===== src/rtl/fft_stage_ctrl_if.sv =====
// Handshake and control bundle between the stage FSM, the per-stage sequencer
// and the RAM/PE/mux network of the 32-point FFT datapath.
interface fft_stage_ctrl_if #(
    parameter int ADDRSIZE = 3
);
    logic                ld_data;
    logic                en_stage;
    logic [2:0]          stage_num;
    logic                m0_s;
    logic [1:0]          m1_s;
    logic                m2_s;
    logic                m3_s;
    logic [ADDRSIZE-1:0] r_addr_0_1;
    logic [ADDRSIZE-1:0] r_addr_2_3;
    logic [ADDRSIZE-1:0] w_addr_0_1;
    logic [ADDRSIZE-1:0] w_addr_2_3;
    logic                stage_done;

    modport master (
        output ld_data, en_stage, stage_num,
        input  m0_s, m1_s, m2_s, m3_s, r_addr_0_1, r_addr_2_3,
               w_addr_0_1, w_addr_2_3, stage_done
    );

    modport slave (
        input  ld_data, en_stage, stage_num,
        output m0_s, m1_s, m2_s, m3_s, r_addr_0_1, r_addr_2_3,
               w_addr_0_1, w_addr_2_3, stage_done
    );
endinterface


===== src/rtl/fft_stage_ctrl.sv =====
// Per-stage sequencer: walks k=0..7 over both bank pairs, delays the address by
// the read latency to form the write address/strobe, and raises stage_done.
module fft_stage_ctrl #(
    parameter int NUMSTAGES = 5,
    parameter int ADDRSIZE  = 3,
    parameter int LAT       = 2
) (
    input  logic               clk,
    input  logic               rst,
    fft_stage_ctrl_if.slave    bus
);
    localparam logic [1:0] IDLE  = 2'd0;
    localparam logic [1:0] RUN   = 2'd1;
    localparam logic [1:0] DRAIN = 2'd2;
    localparam logic [1:0] DONE  = 2'd3;

    localparam int                DW       = $clog2(LAT) + 1;
    localparam logic [DW-1:0]     DRN_LAST = DW'(LAT - 1);
    localparam logic [ADDRSIZE-1:0] K_LAST = '1;

    logic [1:0]                      state_q, state_d;
    logic [DW-1:0]                   drn_q, drn_d;
    logic [1:0]                      m1_s_q, m1_s_d;
    logic                            m2_s_q, m2_s_d;
    logic                            m0_s_q, m0_s_d;
    logic                            stage_done_q, stage_done_d;
    logic [ADDRSIZE-1:0]             k_d;
    logic                            flush;
    // Entry 0 is the live read address; entry LAT is the write address.
    logic [LAT:0][ADDRSIZE-1:0]      addr_pipe_q, addr_pipe_d;
    logic [LAT:0]                    vld_pipe_q, vld_pipe_d;

    always_comb begin
        state_d = state_q;
        drn_d   = drn_q;
        m1_s_d  = m1_s_q;
        m2_s_d  = m2_s_q;
        k_d     = addr_pipe_q[0];
        flush   = 1'b0;
        case (state_q)
            IDLE: if (bus.en_stage && !bus.ld_data) begin
                if (int'(bus.stage_num) < NUMSTAGES) begin
                    state_d = RUN;
                    k_d     = '0;
                    m1_s_d  = (bus.stage_num == 3'd1 || bus.stage_num == 3'd4) ? 2'b01 :
                              (bus.stage_num == 3'd2) ? 2'b10 : 2'b00;
                    m2_s_d  = (bus.stage_num < 3'd3);
                end else begin
                    // Illegal stage: report done without touching the banks.
                    state_d = DONE;
                    m1_s_d  = 2'b00;
                    m2_s_d  = 1'b1;
                end
            end
            RUN: if (!bus.en_stage) begin
                state_d = IDLE;
                flush   = 1'b1;
            end else if (addr_pipe_q[0] == K_LAST) begin
                state_d = DRAIN;
                drn_d   = '0;
            end else begin
                k_d = addr_pipe_q[0] + 1'b1;
            end
            DRAIN: if (!bus.en_stage) begin
                state_d = IDLE;
                flush   = 1'b1;
            end else if (drn_q == DRN_LAST) begin
                state_d = DONE;
            end else begin
                drn_d = drn_q + 1'b1;
            end
            DONE: if (!bus.en_stage) state_d = IDLE;
            default: state_d = IDLE;
        endcase
        if (bus.ld_data) begin
            state_d = IDLE;
            flush   = 1'b1;
        end
        addr_pipe_d  = {addr_pipe_q[LAT-1:0], k_d};
        vld_pipe_d   = flush ? '0 : {vld_pipe_q[LAT-1:0], state_d == RUN};
        m0_s_d       = (state_d != IDLE);
        stage_done_d = (state_d == DONE);
    end

    always_ff @(posedge clk or posedge rst) begin
        if (rst) begin
            state_q      <= IDLE;
            drn_q        <= '0;
            m1_s_q       <= '0;
            m2_s_q       <= 1'b0;
            m0_s_q       <= 1'b0;
            stage_done_q <= 1'b0;
            addr_pipe_q  <= '0;
            vld_pipe_q   <= '0;
        end else begin
            state_q      <= state_d;
            drn_q        <= drn_d;
            m1_s_q       <= m1_s_d;
            m2_s_q       <= m2_s_d;
            m0_s_q       <= m0_s_d;
            stage_done_q <= stage_done_d;
            addr_pipe_q  <= addr_pipe_d;
            vld_pipe_q   <= vld_pipe_d;
        end
    end

    assign bus.m0_s       = m0_s_q;
    assign bus.m1_s       = m1_s_q;
    assign bus.m2_s       = m2_s_q;
    assign bus.m3_s       = vld_pipe_q[LAT];
    assign bus.r_addr_0_1 = addr_pipe_q[0];
    assign bus.r_addr_2_3 = addr_pipe_q[0];
    assign bus.w_addr_0_1 = addr_pipe_q[LAT];
    assign bus.w_addr_2_3 = addr_pipe_q[LAT];
    assign bus.stage_done = stage_done_q;
endmodule


===== src/flat_wrapper.sv =====
// flat-port wrapper written by rule: the top's interface ports become plain ports
module fft_stage_ctrl_flat 
#(
    parameter int NUMSTAGES = 5,
    parameter int ADDRSIZE  = 3,
    parameter int LAT       = 2
)
  (clk, rst, bus_ld_data, bus_en_stage, bus_stage_num, bus_m0_s, bus_m1_s, bus_m2_s, bus_m3_s, bus_r_addr_0_1, bus_r_addr_2_3, bus_w_addr_0_1, bus_w_addr_2_3, bus_stage_done);
  fft_stage_ctrl_if #(.ADDRSIZE(ADDRSIZE)) bus_i ();
  input  logic clk;
  input  logic rst;
  input wire logic [$bits(bus_i.ld_data)-1:0] bus_ld_data;
  input wire logic [$bits(bus_i.en_stage)-1:0] bus_en_stage;
  input wire logic [$bits(bus_i.stage_num)-1:0] bus_stage_num;
  output wire logic [$bits(bus_i.m0_s)-1:0] bus_m0_s;
  output wire logic [$bits(bus_i.m1_s)-1:0] bus_m1_s;
  output wire logic [$bits(bus_i.m2_s)-1:0] bus_m2_s;
  output wire logic [$bits(bus_i.m3_s)-1:0] bus_m3_s;
  output wire logic [$bits(bus_i.r_addr_0_1)-1:0] bus_r_addr_0_1;
  output wire logic [$bits(bus_i.r_addr_2_3)-1:0] bus_r_addr_2_3;
  output wire logic [$bits(bus_i.w_addr_0_1)-1:0] bus_w_addr_0_1;
  output wire logic [$bits(bus_i.w_addr_2_3)-1:0] bus_w_addr_2_3;
  output wire logic [$bits(bus_i.stage_done)-1:0] bus_stage_done;
  assign bus_i.ld_data = bus_ld_data;
  assign bus_i.en_stage = bus_en_stage;
  assign bus_i.stage_num = bus_stage_num;
  assign bus_m0_s = bus_i.m0_s;
  assign bus_m1_s = bus_i.m1_s;
  assign bus_m2_s = bus_i.m2_s;
  assign bus_m3_s = bus_i.m3_s;
  assign bus_r_addr_0_1 = bus_i.r_addr_0_1;
  assign bus_r_addr_2_3 = bus_i.r_addr_2_3;
  assign bus_w_addr_0_1 = bus_i.w_addr_0_1;
  assign bus_w_addr_2_3 = bus_i.w_addr_2_3;
  assign bus_stage_done = bus_i.stage_done;
  fft_stage_ctrl #(.NUMSTAGES(NUMSTAGES), .ADDRSIZE(ADDRSIZE), .LAT(LAT)) u_core (.clk(clk), .rst(rst), .bus(bus_i));
endmodule

===== config.mk =====
export PLATFORM = sky130hd
export DESIGN_NAME = fft_stage_ctrl_flat
export DESIGN_NICKNAME = d
export VERILOG_FILES = /design/src/rtl/fft_stage_ctrl_if.sv /design/src/rtl/fft_stage_ctrl.sv /design/src/flat_wrapper.sv
export SDC_FILE = /design/constraint.sdc
export NUM_CORES = 1
export LEC_CHECK = 0
export CAP_MARGIN = 0
export CORE_UTILIZATION = 40
export CTS_CLUSTER_DIAMETER = 40
export CTS_CLUSTER_SIZE = 24
export DETAILED_ROUTE_END_ITERATION = 6
export PLACE_DENSITY = 0.71
export RECOVER_POWER = 100
export SETUP_SLACK_MARGIN = 0.02
export SLEW_MARGIN = 15
export SYNTH_ARGS = -nofsm -noshare
export SYNTH_HDL_FRONTEND = slang
export SYNTH_SLANG_ARGS = --single-unit
export TNS_END_PERCENT = 5

===== constraint.sdc =====
create_clock -name clk -period 3.7 [get_ports clk]
set_clock_uncertainty 0.05 [all_clocks]
set_input_delay 0.925 -clock clk [delete_from_list [all_inputs] [get_ports clk]]
set_output_delay 0.925 -clock clk [all_outputs]
set_load 0.01 [all_outputs]

* Word-level counts from Yosys, hierarchy flattened
Cells that the tools add are included.
Storage, ports and cells: flip-flop bits (word level) 21, output and inout bits 18
Cells by class: $add $sub $neg 2, magnitude comparators 2, eq/ne operators 17, multiplexer cells 27, reduce and logical (&&, ||, !) cells 11
Operators by type and width (number):
- 2-to-1 mux 2 bit | 15
- 2-to-1 mux 3 bit | 5
- AND reduction 5 bit | 2
- != test 2 bit (second input constant) | 4
- one-hot mux 2 bit (4 select lines) | 1
- equality test 2 x 1 -> 1 bit (second input constant) | 3
- equality test 2 bit (second input constant) | 3
- equality test 3 bit (second input constant) | 2
- != test 2 x 1 -> 1 bit (second input constant) | 3
- one-hot mux 3 bit (2 select lines) | 1
- nonzero test 2 bit | 3
- 2-to-1 mux 1 bit | 4
- one-hot mux 2 bit (2 select lines) | 1
- adder 3 x 1 -> 3 bit (second input constant) | 1
- equality test 3 x 1 -> 1 bit (second input constant) | 1
- equality test 3 x 2 -> 1 bit (second input constant) | 1
- less-than comparator 3 x 2 -> 1 bit (second input constant) | 1
- less-than comparator 3 bit (second input constant) | 1
- adder 2 x 1 -> 2 bit (second input constant) | 1
- zero test 2 bit | 1
- AND reduction 2 bit | 1
- OR reduction 2 bit | 1
- logical AND 1 bit | 1
- zero test 1 bit | 1
- logical OR 1 bit | 1

* Depth between registers and ports, before layout
depth in word-level cells 7, gate-level depth with buffers 6, mapped depth without buffers 6

* Worst setup path after synthesis
No wires, ideal clock.
path type input to register, start point input port bus_stage_num[0], end point register u_core.addr_pipe_q, in the netlist u_core.bus.r_addr_0_1[0], library setup time 0.125 ns, arrival time 1.745 ns, slack 1.780 ns, stages 4, path through o21a_2 o21ai_2 o2111ai_2 mux2_4
Between the ends: cells in the longest elaborated chain, start to end 3
RTL lines:
- start: declaration | RTL line flat_wrapper.sv:14 | input wire logic [$bits(bus_i.stage_num)-1:0] bus_stage_num;
- less-than comparator 3 bit | RTL line fft_stage_ctrl.sv:42 | if (int'(bus.stage_num) < NUMSTAGES) begin
- != test 2 x 1 -> 1 bit (no source line)
- AND reduction 5 bit (no source line)
- end signal: assignment | RTL line fft_stage_ctrl.sv:102 | addr_pipe_q <= addr_pipe_d;
- end: declaration | RTL line fft_stage_ctrl.sv:30 | logic [LAT:0][ADDRSIZE-1:0] addr_pipe_q, addr_pipe_d;
Every way passes these cells. A chain may end at the register's enable or synchronous reset.

* Worst setup path in the final report
Ends and elaborated chain as after synthesis.

==> results.py <==
metrics = {
    "pwr": {
        "power.density_nw_per_um2": 506,
        "vdd_drop_max_mv": 0.230,
        "power_uw": 650,
        "cellLeakagePower_nw": 0.661,
    },
    "critical_path": {
        "crit_cells": 5,
        "path_class": "in -> reg",
        "crit_chain": "dlygate4sd3_1, o21a_2, o21ai_0, o2111ai_1, mux2_4",
        "ff2ff_path_depth": 6,
        "critPathArrivalTime_ns": 2.53,
        "critPathRequiredTime_ns": 3.83,
        "r2r-start": "u_core.bus.r_addr_0_1[0]$_DFFE_PP0P_",
        "startpoint_type": "primary input",
        "setup.worst_path.end_class": "flip-flop",
        "slowest_stage": "dlygate4sd3_1",
        "worst-path-buf-inv": 1,
        "path_max_fanout": 4,
        "cp-startpoint": "bus_stage_num[0]",
        "cpPeakStageDelay_ns": 0.60,
        "critPathTopFamily": "compound AO/OA/AOI/OAI gates",
    },
    "floorplanning": {
        "dieArea_um2": 2870,
        "io_pins": 25,
        "dieWidth_um": 53.5,
        "rows": 18,
        "core_um2": 2500,
        "die_h_um": 53.5,
        "initial_core_util_pct": 42.5,
    },
    "detailed_routing": {
        "wl_um": 1860,
        "vias": 734,
        "drtIter0Drc": 9,
        "firstDrtPassIters": 4,
        "routed_via_density": 5.03,
        "wl_per_cell_um": 12.8,
        "route.antenna.remaining_nets": 0,
        "drcViolationCount": 0,
    },
    "outcome": {
        "status": "completed",
    },
    "clock_tree": {
        "clk_latency_ns": 0.30,
        "cts.sinks": 21,
        "hold_buffers": 0,
        "htree_num_levels": 1,
        "post_cts_buffers": 0,
        "clk_path_buf_depth": 2,
        "cts_root_buf": "clkbuf_4",
        "clk_pin_slew_worst_paths_ns": 0.10,
        "numCtsBuffers": 3,
        "cts_tree": "yes",
        "ctsResizeCount": 0,
    },
    "synthesis": {
        "synth_top_family_by_area": "compound AO/OA/AOI/OAI gates",
        "syn_area_um2": 1060,
        "synth.area.mux_share_pct": 6.24,
        "synth_cell_types": 32,
        "yosys.area_share.simple_pct": 10.0,
        "synth_compound_area_share_pct": 14.1,
        "yosysSeqAreaShare_pct": 49.5,
        "syn_avg_cell_area_um2": 11.0,
        "ys_warn_count": 0,
        "syn_inst": 97,
        "synth-seq-cells": 21,
        "synthXorXnorAreaFrac_pct": 0.824,
        "synth_edf_count": 0,
        "synth.net_count": 112,
        "asyncSetResetFlopFracSynth_pct": 100,
        "yosys_most_used_dff": "dfrtp_1",
        "synth_fa_ha_area_share_pct": 9.42,
    },
    "sta": {
        "holdWs_ns": 0.317,
        "rsz0062_at_grt": "false",
        "max_freq_mhz": 417,
        "tightest_slew_ns": 0.786,
        "period_needed_ns": 2.40,
        "relSlewSlack_pct": 47.5,
        "setup_tns_ns": 0,
        "hold_violations": 0,
        "setup_viol": 0,
        "fin_crit_sh_pct": 64.8,
        "finalMaxSlewViolations": 0,
    },
    "cells_and_area": {
        "nets": 132,
        "drive_gt1_share_pct": 6.03,
        "final_cell_mix": "dlygate4sd3_1 (21), dfrtp_1 (21), inv_1 (10), ha_1 (8)",
        "nFillCells": 228,
        "syn_to_final_growth_pct": 20.8,
        "regArea_um2": 526,
        "multiInputGateArea_um2": 417,
        "diodes": 0,
    },
    "hold_path": {
        "hold_class": "reg -> reg",
        "hp-start": "u_core.addr_pipe_d[8]$_DFF_PP0_",
        "min_path_cells": 0,
    },
    "global_routing": {
        "grt_pass1_vias": 704,
        "antenna_found_initial": 0,
        "gr-total-overflow": 0,
        "track_usage_pct": 15.3,
        "grt_pass1_wl_um": 3090,
        "grt_max_degree": 22,
    },
    "run": {
        "maxCapViolCount": 0,
    },
    "place": {
        "gp_congestion": 0.802,
        "dp_hpwl_um": 1420,
        "io_buffer_count": 24,
    },
}
-- power by group --
group          total (mW)  switching, mW  internal, mW
logic               0.232          0.111         0.121
clock network       0.107         0.0648        0.0419
registers           0.310         0.0320         0.278
-- through the flow --
step / instances / setup slack [ns] / cell area [um^2] / utilization [%]
detailed placement: 142 / 1.20 / 1270 / 50.9
global placement: 142 / 1.24 / 1270 / 50.9
finish: 146 / 1.30 / 1280 / 51.4
CTS: 146 / 1.39 / 1300 / 52.0
floorplan: 97 / 1.78 / 1060 / -
global route: 146 / 1.25 / 1280 / 51.4
-- cell families after synthesis --
group,count (synthesis)
AND/OR/NAND/NOR,21
AO/OA/AOI/OAI,21
flip-flops,21
adder cells (fa/ha/maj),8
buffers and inverters,19
multiplexers,6
XOR/XNOR,1
-- cell type report --
| type | instances | share of cell area, % |
|---|---|---|
| Multi-Input combinational cell | 57 | 32.5 |
| Sequential cell | 21 | 40.9 |
| Clock buffer | 4 | 2.05 |
| Inverter | 10 | 2.92 |
| Tap cell | 30 | 2.92 |
| Timing Repair Buffer | 24 | 18.7 |
-- worst register-to-register path: cells and delay by family, from the launching register on --
| kind | cells | cell delay, ns |
|---|---|---|
| compound gates | 3 | 0.55 |
| simple gates | 1 | 0.25 |
| fa+ha+maj | 2 | 0.42 |
| flops | 1 | 0.45 |
-- registers in the layout (all words and copies together), names as in the netlist --
name and count:
u_core.addr_pipe_d 3, u_core.bus.m0_s 1, u_core.bus.m1_s 2, u_core.bus.m2_s 1
u_core.bus.r_addr_0_1 3, u_core.bus.stage_done 1, u_core.bus.w_addr_0_1 3, u_core.drn_q 2
u_core.state_q 2, u_core.vld_pipe_q 3
-- Yosys cell counts, types with 3 or more instances --
library cell / n / share of area [%]
dfrtp_1: 21 / 49
buf_4: 9 / 6.4
inv_1: 9 / 3.2
ha_1: 8 / 9.4
nand2_1: 7 / 2.5
a21oi_1: 5 / 2.4
o21ai_0: 5 / 2.4
mux2i_1: 4 / 3.8
nor2_1: 4 / 1.4
and2_1: 3 / 1.8
-- layer usage --
layer,vias to the layer above,global-route usage [%],routed length [um]
li1,356,-,-
met1,346,18.5,833
met2,28,26.7,913
met3,4,2.54,86
met4,0,6.58,28
met5,-,0,0
-- final timing paths --
kind                                                         to  slack [ns]
setup / recovery           u_core.bus.r_addr_0_1[0]$_DFFE_PP0P_        1.30
hold / removal               u_core.bus.w_addr_0_1[2]$_DFF_PP0_        0.32
setup reg to reg                 u_core.vld_pipe_q[0]$_DFF_PP0_        1.91
hold reg to reg              u_core.bus.w_addr_0_1[2]$_DFF_PP0_        0.32
max in group asynchronous           u_core.drn_q[0]$_DFFE_PP0P_        1.96
min in group asynchronous           u_core.state_q[0]$_DFF_PP0_        1.15
(Power assumes the default switching activity.)
